File: config.mk
export PLATFORM = sky130hd
export DESIGN_NAME = alu_mod_sequencer
export DESIGN_NICKNAME = d
export VERILOG_FILES = /design/src/rtl/alu_mod_sequencer.sv
export SDC_FILE = /design/constraint.sdc
export NUM_CORES = 1
export LEC_CHECK = 0
export ABC_CLOCK_PERIOD_IN_PS = 3000
export BUFFER_PORTS_ARGS = -buffer_cell sky130_fd_sc_hd__buf_2
export CAP_MARGIN = 25
export CORE_UTILIZATION = 55
export CTS_BUF_LIST = sky130_fd_sc_hd__clkbuf_8
export CTS_CLUSTER_SIZE = 10
export DETAILED_ROUTE_END_ITERATION = 8
export PLACE_DENSITY = 0.83
export SLEW_MARGIN = 30
export SYNTH_ARGS = -nofsm -noshare
export SYNTH_HDL_FRONTEND = slang
export SYNTH_SLANG_ARGS = --single-unit
File: constraint.sdc
create_clock -name clk -period 3 [get_ports clk]
set_input_delay 0.6 -clock clk [delete_from_list [all_inputs] [get_ports clk]]
set_output_delay 0.6 -clock clk [all_outputs]
set_load 0.03 [all_outputs]
File: src/rtl/alu_mod_sequencer.sv
// alu_mod_sequencer
// Multi-cycle controller that computes the unsigned remainder (ALU op 111)
// by borrowing the shared 32-bit ALU and running a restoring shift-subtract
// loop with it. Each iteration issues an ALU subtract (op 110) and picks the
// new partial remainder from the ALU result or the shifted value, depending on
// the carry-out.
//
// Optional feature, enabled by defining the macro EARLY_EXIT_EN:
//   a CHK state compares dividend against divisor before the loop starts.
//   When the dividend is already smaller, the remainder is the dividend
//   itself, and the operation finishes one edge after accept.
//
// WIDTH must be at least 2 (the shift path slices R[WIDTH-2:0]).
module alu_mod_sequencer #(
  parameter int WIDTH = 32
) (
  input  logic             clk,
  input  logic             rst_n,
  input  logic             start,
  input  logic [WIDTH-1:0] dividend,
  input  logic [WIDTH-1:0] divisor,
  output logic             busy,
  output logic             done,
  output logic [WIDTH-1:0] result,
  output logic             div_zero,
  output logic [WIDTH-1:0] alu_a,
  output logic [WIDTH-1:0] alu_b,
  output logic [2:0]       alu_op,
  input  logic [WIDTH-1:0] alu_r,
  input  logic             alu_cout
);

  // Iteration counter width; counts from WIDTH-1 down to 0.
  localparam int CW = (WIDTH > 1) ? $clog2(WIDTH) : 1;

  localparam logic [2:0]    OP_IDLE   = 3'b000;
  localparam logic [2:0]    OP_SUB    = 3'b110;
  localparam logic [CW-1:0] COUNT_TOP = CW'(WIDTH - 1);

`ifdef EARLY_EXIT_EN
  typedef enum logic [1:0] {
    IDLE = 2'd0,
    RUN  = 2'd1,
    CHK  = 2'd2
  } state_t;
`else
  typedef enum logic [0:0] {
    IDLE = 1'b0,
    RUN  = 1'b1
  } state_t;
`endif

  state_t state_q, state_d;

  // Partial remainder, shifting dividend, latched divisor, and loop counter.
  logic [WIDTH-1:0] rem_q, rem_d;
  logic [WIDTH-1:0] quo_q, quo_d;
  logic [WIDTH-1:0] dvs_q, dvs_d;
  logic [CW-1:0]    count_q, count_d;

  logic [WIDTH-1:0] result_q, result_d;
  logic             done_q, done_d;
  logic             busy_q, busy_d;
  logic             div_zero_q, div_zero_d;

  // The partial remainder with the next dividend bit shifted in. The true
  // partial remainder is WIDTH+1 bits wide; its top bit is rem_q[WIDTH-1],
  // which is shifted out here.
  logic [WIDTH-1:0] rem_shifted;
  logic [WIDTH-1:0] rem_step;

  assign rem_shifted = {rem_q[WIDTH-2:0], quo_q[WIDTH-1]};

  // Subtract when the lost top bit was set, because the value is then
  // certainly >= divisor, or when the ALU reports no borrow. In the first
  // case, alu_r is still the exact difference modulo 2^WIDTH, and the
  // difference is below the divisor, so it fits in WIDTH bits.
  assign rem_step = (rem_q[WIDTH-1] || alu_cout) ? alu_r : rem_shifted;

  // State and datapath registers, cleared asynchronously.
  always_ff @(posedge clk or negedge rst_n) begin
    if (!rst_n) begin
      state_q    <= IDLE;
      rem_q      <= '0;
      quo_q      <= '0;
      dvs_q      <= '0;
      count_q    <= '0;
      result_q   <= '0;
      done_q     <= 1'b0;
      busy_q     <= 1'b0;
      div_zero_q <= 1'b0;
    end else begin
      state_q    <= state_d;
      rem_q      <= rem_d;
      quo_q      <= quo_d;
      dvs_q      <= dvs_d;
      count_q    <= count_d;
      result_q   <= result_d;
      done_q     <= done_d;
      busy_q     <= busy_d;
      div_zero_q <= div_zero_d;
    end
  end

  // Next-state, datapath update, and ALU drive for each state.
  always_comb begin
    state_d    = state_q;
    rem_d      = rem_q;
    quo_d      = quo_q;
    dvs_d      = dvs_q;
    count_d    = count_q;
    result_d   = result_q;
    done_d     = 1'b0;
    busy_d     = busy_q;
    div_zero_d = div_zero_q;
    alu_op     = OP_IDLE;
    alu_a      = '0;
    alu_b      = '0;

    case (state_q)
      IDLE: begin
        if (start) begin
          quo_d      = dividend;
          dvs_d      = divisor;
          rem_d      = '0;
          count_d    = COUNT_TOP;
          div_zero_d = 1'b0;
          if (divisor == '0) begin
            // x mod 0 returns x and flags the case, without using the ALU.
            result_d   = dividend;
            div_zero_d = 1'b1;
            done_d     = 1'b1;
          end else begin
            busy_d  = 1'b1;
`ifdef EARLY_EXIT_EN
            state_d = CHK;
`else
            state_d = RUN;
`endif
          end
        end
      end

`ifdef EARLY_EXIT_EN
      CHK: begin
        alu_op = OP_SUB;
        alu_a  = quo_q;
        alu_b  = dvs_q;
        if (!alu_cout) begin
          // A borrow means dividend < divisor, so the remainder is the dividend.
          result_d = quo_q;
          done_d   = 1'b1;
          busy_d   = 1'b0;
          state_d  = IDLE;
        end else begin
          state_d = RUN;
        end
      end
`endif

      RUN: begin
        alu_op  = OP_SUB;
        alu_a   = rem_shifted;
        alu_b   = dvs_q;
        rem_d   = rem_step;
        quo_d   = {quo_q[WIDTH-2:0], 1'b0};
        count_d = count_q - CW'(1);
        if (count_q == '0) begin
          result_d = rem_step;
          done_d   = 1'b1;
          busy_d   = 1'b0;
          state_d  = IDLE;
        end
      end

      default: begin
        state_d = IDLE;
      end
    endcase
  end

  assign busy     = busy_q;
  assign done     = done_q;
  assign result   = result_q;
  assign div_zero = div_zero_q;

endmodule

==> impl_results.md, run 1 <==
* # H-tree levels at 4
* TritonRoute pass-1 iters at 5
* Mapped cell area at 6466 sq um
* HP Class: input pin to async pin
* Crit path max-delay family: buffers and inverters
* Critical Path End Type: output pin
* Placed inst area at 7561 sq um
* R2R Setup Slk at 0.71 ns
* Syn Inst Count at 682
* Yosys warns at 0
* Register bit count reported by yosys at 137
* Die H at 110.4 microns
* Initial antenna violation count at 0
* Worst Tran Pin Value at 0.8593 ns
* # hold bufs at CTS at 0
* Placed Cells at 989
* Crit path arrival time at 1.86 ns
* Ports at 202
* Fin area at 7988 sq um
* # diodes at 0
* Syn avg cell area at 9.481 sq um
* First-pass GRT wire length at 26.63 mm
* Placer Congestion at 0.8261
* Most common cell after layout, fill and taps aside: buf_2
* Max Clock Skew at 0.01733 ns
* Worst Path Max Fanout at 119
* Crit path largest cell delay at 0.57 ns
* Tcrit/Tclk final at 0.8212
* Status: finished, final reports clean
* Final Hold Fails at 0
* GRT Overall Usage at 0.2713
* Max-cap violations at 0
* Seq/Total Area, Yosys at 0.5302
* Layout area overhead at 23.53%
* Required time worst endpoint at 2.40 ns
* Relative slew slack at 0.4246
* Starting Density at 0.5663
* FFs w/ async S/R, synth at 1.000
* Root Driver: clkbuf_8
* Vias/cell at 5.424
* Routed wire per std cell at 15.31 microns
* Largest net degree at the start of global routing at 120
* CP Cell Sequence: buf_12 -> and2_1 -> buf_2
* Layout cells sized above 1 at 0.3178
* FP Rows at 39
* PortBufs at 200
* Slowest-stage cell, CP: dfrtp_4
* Syn_nets at 783
* Setup Viol. Count Final at 0
* Remaining DRCs at 0
* ANT nets after route at 0
* Layout Nets at 966
* Sum of negative setup slack at 0 ns
* Most frequent cells in the layout: 199 x buf_2, 167 x nand2_1, 136 x dfrtp_1, 94 x o21ai_0, 64 x and2_1
* Non-filler instance count after layout at 1021
* Routed WL at 15.63 mm
* CTS tree: built
* Die Area at 12190 sq um
* CTS buffer count at 17
* WS Path Type: register to output pin
* Maximum clock rate at 405.9 MHz
* CTS clock-pin slew for the worst setup and hold paths at 0.07 ns
* Crit path launch type: register
* Vias in the first global route at 5560
* Crit path time final at 2.464 ns
* Final Slew Violations at 0
* P_leak at 4.110 nW
* DP HPWL at 10.61 mm
* Core Util, Final at 0.6995
* Pwr Density at 1185 nW/um^2
* DRT iter0 DRCs at 455
* Main flop type after synthesis: dfrtp_1
* Library cells used by synthesis at 35
* Via count at 5538
* Post-CTS Setup Bufs at 0
* Clock sink count at 137
* Maximum buffer depth of the clock tree at 2
* Die Span X at 110.4 microns
* EDFF count, synth at 0
* Post-CTS resize count at 0
* Unrepaired setup endpoints after global routing: false
* Maximum vdd drop at 0.6935 mV
* WP buf/inv at 2
* Core Area at 11420 sq um
* GR Overflow Total at 0
* Clk Latency, worst-skew pair at 0.46 ns
==> registers in the layout, summed over array words and instances (netlist names) <==
| name | cells |
|---|---|
| busy | 1 |
| state_q | 1 |
| done | 1 |
| result | 32 |
| count_q | 5 |
| quo_q | 32 |
| rem_q | 32 |
| dvs_q | 32 |
| div_zero | 1 |
==> area by class of cell <==
type,instances,area [sq um]
Clock buffer,22,302.8
Clock inverter,10,123.9
Fill cell,890,3431
Inverter,34,127.6
Multi-Input combinational cell,462,2693
Sequential cell,137,3432
Tap cell,143,178.9
Timing Repair Buffer,213,1130
==> metrics by stage <==
stage / total power [mW] / hold WS [ns] / worst slack, ns
CTS: 9.521 / 0.1266 / 0.4786
global placement: 7.725 / 0.4506 / 0.5618
global route: 10.08 / 0.1464 / 0.3753
finish: 9.469 / 0.1234 / 0.5364
floorplan: 6.508 / 0.3044 / 0.9400
detailed placement: 7.893 / 0.4593 / 0.4814
==> Yosys cell counts (2+ instances only) <==
master      n  area share
buf_6       3      0.0052
nand4_1     2      0.0019
buf_2       7      0.0054
buf_4       3      0.0035
inv_1      33       0.019
nor4_1      8      0.0077
nor3_1      4      0.0031
a22oi_1    31       0.036
o21ai_0    94       0.073
nor2_1      6      0.0035
mux2i_1    32       0.050
mux2_2     32       0.056
dfrtp_1   137        0.53
nand2_1   167       0.097
a21oi_1     5      0.0039
nand3_1     2      0.0015
and2_1     64       0.062
clkbuf_1   35       0.020
==> where the power goes <==
group	switching, mW	internal (mW)	leakage, nW
sequential	0.537	2.70	1.69
combinational	3.10	1.52	2.20
clock	0.691	0.920	0.228
==> worst reg2reg max path, delay by kind of cell, from the launching register on <==
family	cells	cell delay, ns
AOI/OAI and AO/OA	2	0.30
buffers and inverters	1	0.43
DFF	1	0.57
muxes	1	0.18
and+or+nand+nor	1	0.76
==> logic make-up after synthesis <==
logic type / Yosys count / share of synthesized area
compound gates: 137 / 0.1231
xor+xnor: 1 / 0.001355
fa+ha+maj: 1 / 0.001935
buf+inv: 83 / 0.05476
flops: 137 / 0.5302
mux: 65 / 0.1070
other cells: 1 / 0.0005799
simple gates: 257 / 0.1811
==> path summary, 6_finish.rpt <==
path / start / end / depth (start not counted)
max in group asynchronous: rst_n / rem_q[14] / 2
worst max register to register: state_q / result[29] / 5
worst min-delay path: rst_n / result[14] / 1
worst max-delay path: state_q / alu_a[31] / 3
min in group clk: divisor[5] / dvs_q[5] / 3
worst min register to register: busy / busy / 2
==> per-layer routing <==
layer	share of wire	global-route usage	vias to the layer above	routed length, microns
li1	-	-	2626	-
met3	0.062	0.07409	31	964
met1	0.43	0.3504	2665	6694
met2	0.49	0.4344	216	7620
met4	0.022	0.1084	0	349
met5	0	0	-	0
(Power assumes the default switching activity.)
==> inputs of run 2 (changes only) <==
Settings changed: ABC_CLOCK_PERIOD_IN_PS 3000 to 2400, CORE_UTILIZATION 55 to 53, PLACE_DENSITY 0.83 to 0.8.
Clock period 3 ns to 2.4 ns, I/O delays scaled along.
==> run 2 against run 1 <==
Global-route usage decreased by 0.11 points. Non-clock buffer count increased by 3. Clock power increased by 6%. Wire length increased by 2.7%. Via count decreased by 1.5%. Combinational power increased by 27%. Register-to-register slack got worse by 0.28 ns. Clock skew decreased by 0.0083 ns. Critical path depth unchanged.
==> impl_results.md, run 2 (synthesis gave the netlist of run 1 again) <==
* Crit path arrival time at 1.78 ns
* Largest net degree at the start of global routing at 71
* Worst Tran Pin Value at 0.8802 ns
* GRT Overall Usage at 0.2701
* Most common cell after layout, fill and taps aside: buf_2
* Critical Path Source: state_q
* Ports at 202
* Layout Nets at 969
* Routed WL at 16.06 mm
* P_leak at 4.113 nW
* Unrepaired setup endpoints after global routing: false
* CP Cell Sequence: buf_4 -> and2_1 -> buf_2
* Tot Pwr at 11.63 mW
* Sum of negative setup slack at 0 ns
* Layout area overhead at 23.32%
* Placed Cells at 992
* Status: finished, final reports clean
* Post-CTS resize count at 1
* Final Slew Violations at 0
* Crit path time final at 2.262 ns
* Starting Density at 0.5544
* FP Rows at 39
* Routed wire per std cell at 15.69 microns
* Relative slew slack at 0.4132
* Die Span X at 112.5 microns
* PortBufs at 200
* TritonRoute pass-1 iters at 5
* Fill cells at 915
* Layout cells sized above 1 at 0.3148
* Vias in the first global route at 5485
* Tcrit/Tclk final at 0.9424
* Via count at 5453
* Max-cap violations at 0
* CTS clock-pin slew for the worst setup and hold paths at 0.07 ns
* Maximum buffer depth of the clock tree at 2
* WP buf/inv at 2
* Crit path launch type: register
* HP Class: input pin to async pin
* Maximum vdd drop at 0.9340 mV
* DRT iter0 DRCs at 352
* Max Clock Skew at 0.009071 ns
* Clock sink count at 137
* Setup Viol. Count Final at 0
* Final Hold Fails at 0
* CTS buffer count at 17
* Crit path largest cell delay at 0.51 ns
* # hold bufs at CTS at 0
* Non-filler instance count after layout at 1023
* GR Overflow Total at 0
* Placer Congestion at 0.7985
* Clk Latency, worst-skew pair at 0.44 ns
* Die H at 112.5 microns
* ANT nets after route at 0
* Worst Path Max Fanout at 55
* CTS tree: built
* Vias/cell at 5.330
* WHS at 0.04085 ns
* Post-CTS Setup Bufs at 0
* Required time worst endpoint at 1.92 ns
* Critical Path End Type: output pin
* First-pass GRT wire length at 26.81 mm
* DP HPWL at 11.14 mm
* Most frequent cells in the layout: 199 x buf_2, 167 x nand2_1, 136 x dfrtp_1, 94 x o21ai_0, 64 x and2_1
* Crit path max-delay family: buffers and inverters
* # diodes at 0
* Remaining DRCs at 0
* WS Path Type: register to output pin
* Initial antenna violation count at 0
* Pwr Density at 1459 nW/um^2
* Slowest-stage cell, CP: dfrtp_4
* Reg-to-reg startpoint: count_q[0]
* Root Driver: clkbuf_8
* # H-tree levels at 4
* Die Area at 12650 sq um
* Maximum clock rate at 442.1 MHz
* Core Area at 11660 sq um
==> run 2: power breakdown <==
part / internal (mW) / switching, mW / total [mW] / leakage (nW)
Clock: 0.880 / 0.816 / 1.70 / 0.208
Sequential: 3.37 / 0.681 / 4.06 / 1.69
Combinational: 1.94 / 3.94 / 5.88 / 2.22
Total: 6.20 / 5.43 / 11.6 / 4.11
==> run 2: worst paths after layout <==
| check | depth (start not counted) | to | slack [ns] |
|---|---|---|---|
| max in group asynchronous | 2 | result[19] | 1.68 |
| max reg2reg | 7 | result[20] | 0.43 |
| max | 3 | alu_b[3] | 0.14 |
| min | 1 | rem_q[5] | 0.04 |
| min in group clk | 3 | dvs_q[16] | 0.25 |
| min reg2reg | 2 | dvs_q[23] | 0.47 |
==> run 2: cell type report <==
class	instances	area [sq um]	area share
multi-input cells	462	2696	0.3381
inverters	34	127.6	0.01600
clock inverters	7	27.53	0.003452
clock buffers	24	330.3	0.04142
flip-flops and latches	137	3432	0.4304
well taps	143	178.9	0.02244
repair buffers	216	1181	0.1481
==> run 2: metrics by stage <==
| stage | setup WS [ns] | instance area (sq um) | util |
|---|---|---|---|
| final | 0.1383 | 7974 | 0.6837 |
| after global routing | 0.03709 | 7974 | 0.6837 |
| after CTS | 0.1145 | 7974 | 0.6837 |
| after detailed placement | 0.08257 | 7612 | 0.6527 |
| after global placement | 0.09517 | 7607 | 0.6523 |
| after floorplan | 0.4600 | 6466 | - |
==> run 2: metal layers <==
metal	vias to the layer above	global-route usage	part of all wire	wire [microns]
met5	-	0	0	0
met4	0	0.09156	0.011	174
met3	16	0.06857	0.060	956
li1	2636	-	-	-
met1	2609	0.3439	0.45	7148
met2	192	0.4518	0.48	7776
==> run 2: worst register-to-register path: cells and delay by family (launching register included) <==
kind | cells | cell delay (ns)
flops | 1 | 0.41
buf+inv | 2 | 0.28
mux | 1 | 0.36
compound gates | 1 | 0.14
simple gates | 2 | 0.49
fa+ha+maj | 1 | 0.18
==> inputs of run 3 (changes only) <==
Settings changed: CORE_UTILIZATION 53 to 34, PLACE_DENSITY 0.8 to 0.55.
==> run 3 against run 2 <==
Non-clock buffer count up 5. Critical path type unchanged. Critical endpoint is now alu_a[28]. Clock skew up 0.0044 ns. Sequential share of layout area down 1.4 points. Count of clock-buffer cells in the layout down 7. Maximum frequency up 0.67%. Critical path depth unchanged. Total power up 3.0%. Clock power up 24%. Via count down 1.3%. Worst setup slack better by 0.015 ns.
==> impl_results.md, run 3 (synthesis gave the netlist of run 1 again) <==
* Tot Pwr at 11.98 mW
* Setup ws final at 0.1532 ns
* WS Path Type: register to output pin
* Largest net degree at the start of global routing at 77
* PortBufs at 200
* Vias in the first global route at 5437
* Placement Setup Slack at 0.04107 ns
* Layout Nets at 974
* ANT nets after route at 0
* Maximum clock rate at 445.1 MHz
* Post-CTS Setup Bufs at 0
* Via count at 5382
* Layout area overhead at 27.44%
* Status: finished, final reports clean
* HP Class: input pin to async pin
* Most frequent cells in the layout: 198 x buf_2, 167 x nand2_1, 136 x dfrtp_1, 94 x o21ai_0, 64 x and2_1
* CTS buffer count at 17
* Setup Viol. Count Final at 0
* Worst Tran Pin Value at 0.5880 ns
* Final Hold Fails at 0
* Max Clock Skew at 0.01351 ns
* Reg-to-reg startpoint: count_q[0]
* Routed wire per std cell at 15.18 microns
* Placer Congestion at 0.7662
* CTS tree: built
* Required time worst endpoint at 1.92 ns
* GR Overflow Total at 0
* FP Rows at 50
* Most common cell after layout, fill and taps aside: buf_2
* Crit path arrival time at 1.77 ns
* Non-filler instance count after layout at 1121
* Relative slew slack at 0.6080
* Die Area at 19570 sq um
* P_leak at 4.142 nW
* Clk Latency, worst-skew pair at 0.44 ns
* Vias/cell at 4.801
* Met1 Routed Length at 7.936 mm
* Layout cells sized above 1 at 0.3273
* Unrepaired setup endpoints after global routing: false
* Ports at 202
* Slowest-stage cell, CP: dfrtp_4
* Crit path time final at 2.247 ns
* WP buf/inv at 2
* GRT Overall Usage at 0.1848
* Top layer reached by signal wires: met5
* Core Area at 18640 sq um
* Sum of negative setup slack at 0 ns
* Worst Path Max Fanout at 36
* CP Cell Sequence: buf_4 -> and2_1 -> buf_2
* Clock sink count at 137
* Remaining DRCs at 0
* Wire length on met2 at 7.720 mm
* Fin area at 8240 sq um
* Root Driver: clkbuf_8
* Core Util, Final at 0.4420
* WHS at 0.004371 ns
* Maximum buffer depth of the clock tree at 2
* DRT iter0 DRCs at 204
* Critical Path Source: state_q
* Crit path launch type: register
* Max-cap violations at 0
* Placed Cells at 1088
* Die Span X at 139.9 microns
* Maximum vdd drop at 0.6163 mV
* Final Slew Violations at 0
* Met3 WL at 1.168 mm
* First-pass GRT wire length at 28.51 mm
* Crit path max-delay family: flip-flops
* Tcrit/Tclk final at 0.9362
* Starting Density at 0.3468
* Pwr Density at 1454 nW/um^2
* TritonRoute pass-1 iters at 4
* Critical Path End Type: output pin
* # H-tree levels at 4
* Die H at 139.9 microns
* Routed WL at 17.01 mm
* CTS clock-pin slew for the worst setup and hold paths at 0.08 ns
* Placed inst area at 7799 sq um
* Crit path largest cell delay at 0.58 ns
* DP HPWL at 11.65 mm
* Initial antenna violation count at 2
[run 3: per-layer routing]
metal  up-vias  global-route usage
met5         -                   0
met4         2             0.04858
met3        16             0.06291
met2       151              0.2818
met1      2560              0.2501
li1       2653                   -
[run 3: path summary, 6_finish.rpt]
check / slack [ns] / depth (start not counted) / end
min reg2reg: 0.47 / 2 / dvs_q[0]
max in group asynchronous: 1.72 / 2 / result[28]
min in group clk: 0.23 / 3 / dvs_q[13]
min: 0.004 / 1 / rem_q[7]
max: 0.15 / 3 / alu_a[28]
max reg2reg: 0.47 / 7 / result[22]
[run 3: cell type report]
type,instances,area [sq um]
diodes,1,2.502
clock buffers,17,234.0
clock inverters,15,198.9
fillers,1874,10400
inverters,34,127.6
multi-input cells,462,2698
flip-flops and latches,137,3432
well taps,234,292.8
repair buffers,221,1255
[run 3: report_power, final]
part           switching [mW]  internal (mW)
Clock                   0.963           1.13
Sequential              0.656           3.37
Combinational            3.89           1.97
[run 3: repair_timing]
| item | CTS | global route |
|---|---|---|
| setup endpoints to repair | 0 | 24 |
| gates resized for setup | 0 | 1 |
| hold buffers | 0 | 0 |
